===== src/rtl/ppu_fetch_sched_if.sv =====
// PPU byte-stream bus: tile-memory read port, PPU stb/ack port, host port.
// master = scheduler side, slave = memory/PPU/host side.
interface ppu_fetch_sched_if #(
    parameter int ADDR_W = 16
);
    logic [ADDR_W-1:0] mem_addr;
    logic              mem_req;
    logic [7:0]        mem_rdata;
    logic              mem_ack;
    logic [7:0]        ppu_data;
    logic              ppu_stb;
    logic              ppu_ack;
    logic [7:0]        host_data;
    logic              host_stb;
    logic              host_ack;

    modport master (
        output mem_addr, mem_req, ppu_data, ppu_stb, host_ack,
        input  mem_rdata, mem_ack, ppu_ack, host_data, host_stb
    );

    modport slave (
        input  mem_addr, mem_req, ppu_data, ppu_stb, host_ack,
        output mem_rdata, mem_ack, ppu_ack, host_data, host_stb
    );
endinterface


===== src/rtl/ppu_fetch_sched.sv =====
// Line fetch scheduler: per line sync, reads LINE_BYTES bytes from tile
// memory and pushes them to the PPU. Host port enabled by PPU_SCHED_HOST_EN.
module ppu_fetch_sched #(
    parameter int LINE_BYTES = 32,
    parameter int LINES      = 32,
    parameter int ADDR_W     = 16
) (
    input  logic              clk,
    input  logic              rst,
    input  logic              sync,
    input  logic              vsync,
    input  logic [ADDR_W-1:0] base_addr,
    ppu_fetch_sched_if.master bus,
    output logic              busy,
    output logic              overrun
);
    localparam int BW = (LINE_BYTES > 1) ? $clog2(LINE_BYTES) : 1;
    localparam int LW = (LINES > 1) ? $clog2(LINES) : 1;

    typedef enum logic [1:0] {
        IDLE = 2'd0,
        MREQ = 2'd1,
        PUSH = 2'd2,
        HOST = 2'd3
    } state_t;

    state_t            state;
    logic              sync_q;
    logic              vsync_q;
    logic [ADDR_W-1:0] base_q;
    logic [LW-1:0]     line_idx;
    logic [BW-1:0]     byte_idx;
    logic              restart_q;
    logic              sync_pend;

    logic              sync_rise;
    logic              vsync_rise;
    logic [LW-1:0]     line_cur;
    logic [LW-1:0]     line_inc;
    logic [ADDR_W-1:0] base_cur;
    logic              restart;
    logic              last_byte;
    logic [ADDR_W-1:0] addr0;
    logic [ADDR_W-1:0] addr_nx;

    function automatic logic [ADDR_W-1:0] calc_addr(
        input logic [ADDR_W-1:0] b,
        input logic [LW-1:0]     l,
        input logic [BW-1:0]     i
    );
        return b + ADDR_W'(l) * ADDR_W'(LINE_BYTES) + ADDR_W'(i);
    endfunction

    // Edge detects; vsync zeroes the line index ahead of any same-cycle use
    always_comb begin
        sync_rise  = sync & ~sync_q;
        vsync_rise = vsync & ~vsync_q;
        line_cur   = vsync_rise ? '0 : line_idx;
        line_inc   = (line_cur == LW'(LINES - 1)) ? '0 : line_cur + 1'b1;
        base_cur   = sync_rise ? base_addr : base_q;
        restart    = restart_q | sync_rise;
        last_byte  = (byte_idx == BW'(LINE_BYTES - 1));
        addr0      = calc_addr(base_cur, line_cur, '0);
        addr_nx    = calc_addr(base_cur, line_cur, byte_idx + 1'b1);
    end

    // Fetch/push/host sequencer with registered outputs
    always_ff @(posedge clk) begin
        if (rst) begin
            state        <= IDLE;
            sync_q       <= 1'b0;
            vsync_q      <= 1'b0;
            base_q       <= '0;
            line_idx     <= '0;
            byte_idx     <= '0;
            restart_q    <= 1'b0;
            sync_pend    <= 1'b0;
            bus.mem_addr <= '0;
            bus.mem_req  <= 1'b0;
            bus.ppu_data <= '0;
            bus.ppu_stb  <= 1'b0;
            bus.host_ack <= 1'b0;
            busy         <= 1'b0;
            overrun      <= 1'b0;
        end else begin
            bus.host_ack <= 1'b0;
            sync_q       <= sync;
            vsync_q      <= vsync;
            if (sync_rise)  base_q   <= base_addr;
            if (vsync_rise) line_idx <= '0;
            unique case (state)
                IDLE: begin
                    if (sync_rise) begin
                        state        <= MREQ;
                        byte_idx     <= '0;
                        bus.mem_req  <= 1'b1;
                        bus.mem_addr <= addr0;
                        busy         <= 1'b1;
                    end
`ifdef PPU_SCHED_HOST_EN
                    else if (bus.host_stb) begin
                        state        <= HOST;
                        bus.ppu_data <= bus.host_data;
                        bus.ppu_stb  <= 1'b1;
                        busy         <= 1'b1;
                    end
`endif
                end
                MREQ: begin
                    if (sync_rise) begin
                        overrun   <= 1'b1;
                        restart_q <= 1'b1;
                    end
                    if (bus.mem_ack) begin
                        if (restart) begin
                            // request already acked; fetched byte is stale
                            restart_q    <= 1'b0;
                            byte_idx     <= '0;
                            bus.mem_addr <= addr0;
                        end else begin
                            state        <= PUSH;
                            bus.mem_req  <= 1'b0;
                            bus.ppu_data <= bus.mem_rdata;
                            bus.ppu_stb  <= 1'b1;
                        end
                    end
                end
                PUSH: begin
                    if (sync_rise) begin
                        overrun   <= 1'b1;
                        restart_q <= 1'b1;
                    end
                    if (bus.ppu_ack) begin
                        bus.ppu_stb <= 1'b0;
                        if (restart) begin
                            state        <= MREQ;
                            restart_q    <= 1'b0;
                            byte_idx     <= '0;
                            bus.mem_req  <= 1'b1;
                            bus.mem_addr <= addr0;
                        end else if (last_byte) begin
                            state    <= IDLE;
                            busy     <= 1'b0;
                            line_idx <= line_inc;
                        end else begin
                            state        <= MREQ;
                            byte_idx     <= byte_idx + 1'b1;
                            bus.mem_req  <= 1'b1;
                            bus.mem_addr <= addr_nx;
                        end
                    end
                end
                HOST: begin
                    if (sync_rise) sync_pend <= 1'b1;
                    if (bus.ppu_ack) begin
                        bus.ppu_stb  <= 1'b0;
                        bus.host_ack <= 1'b1;
                        if (sync_pend | sync_rise) begin
                            state        <= MREQ;
                            sync_pend    <= 1'b0;
                            byte_idx     <= '0;
                            bus.mem_req  <= 1'b1;
                            bus.mem_addr <= addr0;
                        end else begin
                            state <= IDLE;
                            busy  <= 1'b0;
                        end
                    end
                end
                default: state <= IDLE;
            endcase
        end
    end
endmodule


===== src/flat_wrapper.sv =====
// flat-port wrapper written by rule: the top's interface ports become plain ports
module ppu_fetch_sched_flat 
#(
    parameter int LINE_BYTES = 32,
    parameter int LINES      = 32,
    parameter int ADDR_W     = 16
)
  (clk, rst, sync, vsync, base_addr, busy, overrun, bus_mem_addr, bus_mem_req, bus_ppu_data, bus_ppu_stb, bus_host_ack, bus_mem_rdata, bus_mem_ack, bus_ppu_ack, bus_host_data, bus_host_stb);
  ppu_fetch_sched_if #(.ADDR_W(ADDR_W)) bus_i ();
  input  logic clk;
  input  logic rst;
  input  logic sync;
  input  logic vsync;
  input  logic [ADDR_W-1:0] base_addr;
  output logic busy;
  output logic overrun;
  output wire logic [$bits(bus_i.mem_addr)-1:0] bus_mem_addr;
  output wire logic [$bits(bus_i.mem_req)-1:0] bus_mem_req;
  output wire logic [$bits(bus_i.ppu_data)-1:0] bus_ppu_data;
  output wire logic [$bits(bus_i.ppu_stb)-1:0] bus_ppu_stb;
  output wire logic [$bits(bus_i.host_ack)-1:0] bus_host_ack;
  input wire logic [$bits(bus_i.mem_rdata)-1:0] bus_mem_rdata;
  input wire logic [$bits(bus_i.mem_ack)-1:0] bus_mem_ack;
  input wire logic [$bits(bus_i.ppu_ack)-1:0] bus_ppu_ack;
  input wire logic [$bits(bus_i.host_data)-1:0] bus_host_data;
  input wire logic [$bits(bus_i.host_stb)-1:0] bus_host_stb;
  assign bus_mem_addr = bus_i.mem_addr;
  assign bus_mem_req = bus_i.mem_req;
  assign bus_ppu_data = bus_i.ppu_data;
  assign bus_ppu_stb = bus_i.ppu_stb;
  assign bus_host_ack = bus_i.host_ack;
  assign bus_i.mem_rdata = bus_mem_rdata;
  assign bus_i.mem_ack = bus_mem_ack;
  assign bus_i.ppu_ack = bus_ppu_ack;
  assign bus_i.host_data = bus_host_data;
  assign bus_i.host_stb = bus_host_stb;
  ppu_fetch_sched #(.LINE_BYTES(LINE_BYTES), .LINES(LINES), .ADDR_W(ADDR_W)) u_core (.clk(clk), .rst(rst), .sync(sync), .vsync(vsync), .base_addr(base_addr), .bus(bus_i), .busy(busy), .overrun(overrun));
endmodule

===== config.mk =====
export PLATFORM = sky130hd
export DESIGN_NAME = ppu_fetch_sched_flat
export DESIGN_NICKNAME = d
export VERILOG_FILES = /design/src/rtl/ppu_fetch_sched_if.sv /design/src/rtl/ppu_fetch_sched.sv /design/src/flat_wrapper.sv
export SDC_FILE = /design/constraint.sdc
export NUM_CORES = 1
export LEC_CHECK = 0
export BUFFER_PORTS_ARGS = -buffer_cell sky130_fd_sc_hd__buf_2
export CAP_MARGIN = 5
export CORE_UTILIZATION = 30
export CTS_CLUSTER_SIZE = 14
export DETAILED_ROUTE_END_ITERATION = 8
export GPL_ROUTABILITY_DRIVEN = 0
export PLACE_DENSITY = 0.54
export SLEW_MARGIN = 5
export SYNTH_ARGS = -nofsm -noshare
export SYNTH_HDL_FRONTEND = slang
export SYNTH_SLANG_ARGS = --single-unit

===== constraint.sdc =====
create_clock -name clk -period 8.7 [get_ports clk]
set_clock_uncertainty 0.05 [all_clocks]
set_input_delay 1.74 -clock clk [delete_from_list [all_inputs] [get_ports clk]]
set_output_delay 1.74 -clock clk [all_outputs]
set_load 0.01 [all_outputs]

Word-level counts from Yosys, hierarchy flattened
Index checks and enable logic that the tools add are counted.
Operators by class
  $add $sub $neg: 4
  eq/ne operators: 17
  muxes and demuxes: 62
  bitwise logic cells: 8
  reductions and logical operators: 14
Operators with widths (count)
  $mux W16: 9
  $mux W5: 14
  $pmux W16 S4: 1
  $mux W1: 26
  $reduce_and A7 Y1: 3
  $pmux W5 S4: 1
  $add A16 B10 Y16: 1
  $add A16 B5 Y16: 1
  $mux W2: 6
  $ne A2 B2 Y1 const B: 6
  $add A5 B1 Y5 const B: 2
  $eq A5 B5 Y1 const B: 2
  $ne A2 B1 Y1 const B: 5
  $pmux W2 S4: 1
  $reduce_or A2 Y1: 3
  $reduce_and A5 Y1: 1
  $eq A2 B2 Y1 const B: 2
  $not A1 Y1: 4
  $pmux W1 S2: 2
  $pmux W1 S4: 1
  $reduce_and A4 Y1: 1
  $reduce_bool A2 Y1: 2
  $ne A3 B2 Y1 const B: 1
  $pmux W1 S3: 1
  7 further kinds: 9
Storage, ports and cells
  register bits: 61
  bits of input ports: 39
  output and inout bits: 29
  word-level logic and storage cells: 120

Longest topological paths before layout
  word-level depth: 9
  depth in mapped cells: 16
  depth with buffers taken out: 14

Worst setup path after synthesis
Ideal clock, no wire load.
  path type: input-to-reg
  from: input sync
  to: register u_core.bus.mem_addr[15]
  library setup time: 0.079 ns
  arrival: 4.904 ns
  data required time: 8.571 ns
  path slack: 3.667 ns
  stages on the path: 15
  buffers on the path: 2
  path through: nand2b_1 -> buf_4 -> buf_1 -> mux2i_1 -> xor2_1 -> ha_1 -> or2_0 -> a311o_1 -> o2111a_1 -> a31oi_1 -> and3b_1 -> o21ai_2 -> a2111oi_4 -> xnor2_1 -> a211oi_2
On the way
  longest elaborated chain between the ends: 8
  elaborated cells on any way between the ends: 20
  those cells by class: add/sub (2); eq/ne (4); mux (10); bitwise (3); reduce/logical (1)
RTL lines
  start: declaration: RTL line flat_wrapper.sv:12  | input logic sync;
  $and A1 B1 Y1 *: RTL line ppu_fetch_sched.sv:56  | sync_rise = sync & ~sync_q;
  $mux W16: RTL line ppu_fetch_sched.sv:60  | base_cur = sync_rise ? base_addr : base_q;
  $add A16 B10 Y16: RTL line ppu_fetch_sched.sv:51  | return b + ADDR_W'(l) * ADDR_W'(LINE_BYTES) + ADDR_W'(i);
  $add A16 B5 Y16: RTL line ppu_fetch_sched.sv:51
  $mux W16: RTL line ppu_fetch_sched.sv:141  | end else if (last_byte) begin
  $mux W16: RTL line ppu_fetch_sched.sv:135  | if (restart) begin
  $mux W16: RTL line ppu_fetch_sched.sv:133  | if (bus.ppu_ack) begin
  $pmux W16 S4: RTL line ppu_fetch_sched.sv:91  | unique case (state)
  end signal: assignment: RTL line ppu_fetch_sched.sv:97  | bus.mem_addr <= addr0;
  end signal: assignment: RTL line ppu_fetch_sched.sv:140  | bus.mem_addr <= addr0;
  end signal: assignment: RTL line ppu_fetch_sched.sv:149  | bus.mem_addr <= addr_nx;
  end: declaration: RTL line ppu_fetch_sched_if.sv:18  | output mem_addr, mem_req, ppu_data, ppu_stb, host_ack,
Every way passes the cells marked *; elsewhere a longest branch is shown, timed or not. The select of a mux whose other input is x is not followed.
A chain may end at the register's enable or synchronous reset.

Worst setup path in the final report
Same ends and word-level chain as after synthesis.

==> out/summary.txt <==
Fill cell instance count of the final layout: 1119
Met1 track demand over resource: 19.5%
Row count: 38
Type of the most critical hold path: flop to flop
Hold wc startpoint: u_core.byte_idx[4]
Relative area change from synthesis to final layout: 20.8%
Post-synthesis async set-or-reset flop share: 0%
Tmin final: 4.86 ns
Power density cells: 219 nW/um^2
Global-route congestion overflow total: 0
Final net count: 513
Initial Utilization: 31.2%
Number of enable flip-flop cells after synthesis: 0
Layer carrying the most global-route usage: met2
Horizontal extent of the die: 109 um
Sinks on the clock net: 61
Highest clock rate: 206 MHz
Distinct cell type count after synthesis: 60
Transition time at the pin with the least slew margin: 0.690 ns
Number of global-route vias before repair: 2878
Number of inserted diodes: 0
Largest fanout on the critical path: 21
I/O Pins: 68
Latest clock arrival within the worst-skew pair: 0.33 ns
Sequential element share of the synthesized area: 35.6%
Run status: complete, no violations
Pre-Repair DR Iteration Count: 4
Critical path data required time: 8.89 ns
Count of buffers from port buffering: 58
Global-route track usage on met2: 23.1%
Routed Wire Length: 8110 um
Fin Setup TNS: 0 ns
Number of max-slew violations in the final report: 0
Origin of the critical flop-to-flop path: u_core.sync_q
Clock edge transition at the registers on the reported setup and hold paths: 0.05 ns
Vias: 2939
Synthesized instance count: 402
Largest net degree at the start of global routing: 64
Final hold violations: 0
Library cell used as clock root buffer: clkbuf_16
WL/cell: 13.5 um
Max-capacitance violation count: 0
Worst setup path start: sync
Number of buffers inserted during clock tree synthesis: 9
Category of the most critical setup path: input port to flop
Antenna Nets Post-Route: 0
Net count after synthesis: 458
Met3 Resource Use GR: 2.75%
Setup Fix Bufs, Post-CTS: 0
Count of state elements after synthesis: 61
Count of unresolved DRC violations after routing: 0
Maximum resistive drop on vdd: 0.000104 V
Share of layout cells above drive strength 1: 20.1%
Placeable core region: 11000 sq um
Worst Setup Start Kind: input port
Total setup violations reported at the end of the flow: 0
Max stage delay cell, worst path: a31oi_1
Detail Placement HPWL: 5760 um
Core Util, Final: 37.7%
CTS tree: done
GRT Resource Usage Total: 14.6%
Post_cts resized: 0
Antenna violations before repair: 0
Ordered cell list for the critical path: buf_2 -> nand2b_1 -> buf_4 -> mux2i_1 -> xor2_1 -> ha_1 -> or2_0 -> a311o_1 -> o2111a_1 -> a31oi_1 -> and3b_1 -> o21ai_2 -> a2111oi_4 -> xnor2_1 -> a211oi_2
Clk buf depth: 2
Vias per std cell: 4.88
Unrepaired setup endpoints after global routing: no
Hold buffers post-CTS: 0
Die area: 11900 sq um
Total number of H-tree levels: 3
Relative max-transition margin: 54.0%
Worst path max stage delay: 0.39 ns
Starting DRC count in detailed routing: 102
Chip Height: 109 um
CP arrival: 5.05 ns
Synth Warn #: 0
Worst Setup End Kind: flop
Ys flop type: dfxtp_1
Synthesized area per cell: 8.53 sq um
Total standard cell area after synthesis: 3430 sq um
Global-route wire length before repair: 13600 um
Period Utilization, post-route: 55.9%
Leak Pwr: 0.00184 uW
==> Yosys cell counts, drive strengths merged, types with 3 or more instances <==
cell | instances | area [sq um]
a21o | 3 | 22.5
o211ai | 3 | 22.5
buf | 3 | 22.5
xor2 | 7 | 61.3
nand2b | 4 | 25.0
dfxtp | 61 | 1220
clkbuf | 15 | 56.3
mux2i | 29 | 298
xnor2 | 16 | 140
ha | 16 | 200
nor2 | 65 | 244
nor2b | 5 | 31.3
o21bai | 3 | 22.5
nand3 | 12 | 60.1
inv | 14 | 52.6
nor3 | 8 | 40.0
o31ai | 3 | 41.3
and2 | 4 | 25.0
a211oi | 12 | 108
a21oi | 32 | 160
mux2 | 3 | 33.8
nand2 | 41 | 154
o21ai | 8 | 43.8
==> final cells by class <==
class	instances	area [sq um]	share of cell area, %
multi-input cells	309	2080	50.2
flip-flops and latches	61	1220	29.5
repair buffers	62	320	7.73
clock buffers	12	246	5.95
well taps	140	175	4.23
inverters	14	52.6	1.27
clock inverters	4	47.5	1.15
==> final timing paths <==
kind	to	slack (ns)	cells past startpoint
max reg2reg	u_core.bus.mem_addr[15]	4.93	14
max	u_core.bus.mem_addr[15]	3.84	15
min reg2reg	u_core.byte_idx[4]	0.40	2
min	u_core.byte_idx[4]	0.40	2
==> flip-flops by register name (all words and copies together), names as in the netlist, 2 cells and up <==
| signal | cells |
|---|---|
| u_core.base_q | 16 |
| u_core.bus.mem_addr | 16 |
| u_core.bus.ppu_data | 8 |
| u_core.byte_idx | 5 |
| u_core.line_idx | 5 |
| u_core.state | 2 |
==> layer usage <==
layer  vias to the layer above  share of wire (%)
li1                       1510                  -
met1                      1363                 51
met2                        56                 43
met3                        10                3.9
met4                         0                1.6
met5                         -                  0
==> metrics by stage <==
| stage | worst slack [ns] | cells | hold slack (ns) | power [uW] | cell area [sq um] |
|---|---|---|---|---|---|
| after detailed placement | 3.53 | 586 | 0.396 | 561 | 3850 |
| final | 3.84 | 602 | 0.404 | 906 | 4140 |
| after floorplan | 3.67 | 402 | 0.386 | 487 | 3430 |
| after global placement | 3.58 | 586 | 0.393 | 555 | 3850 |
| after CTS | 3.83 | 602 | 0.409 | 916 | 4140 |
| after global routing | 3.49 | 602 | 0.425 | 957 | 4140 |
==> power by group <==
part	internal, uW	switching [uW]	total (uW)
clock network	228	124	352
logic	85.8	134	220
registers	314	19.7	334
==> worst max-delay path: cells and delay by family <==
| family | cells | cell delay, ns |
|---|---|---|
| xor+xnor | 2 | 0.23 |
| buf+inv | 2 | 0.46 |
| simple gates | 3 | 0.54 |
| fa+ha+maj | 1 | 0.26 |
| compound gates | 6 | 1.48 |
| mux | 1 | 0.31 |
==> cell usage in the layout (no fill, tap or decap), drive strengths merged, types with 4 or more instances in the layout <==
cell type,instances
o21ai,8
xnor2,16
mux2i,29
dfxtp,61
a211oi,12
clkbuf,12
nor2b,5
nand3,12
xor2,7
ha,16
nor2,65
a21oi,32
buf,62
inv,14
nor3,8
nand2b,4
and2,4
nand2,41
==> kinds of logic (layout without fill, tap and decap cells) <==
kind of cell	after synthesis	after routing	share of synthesized area (%)
and+or+nand+nor	155	155	20.7
xor gates and xnor gates	23	23	5.87
muxes	32	32	9.67
AOI/OAI and AO/OA	82	82	17.9
adders and majority gates	17	17	6.42
buffers and inverters	32	92	3.83
DFF	61	61	35.6
Power figures use the tool's default switching activity.
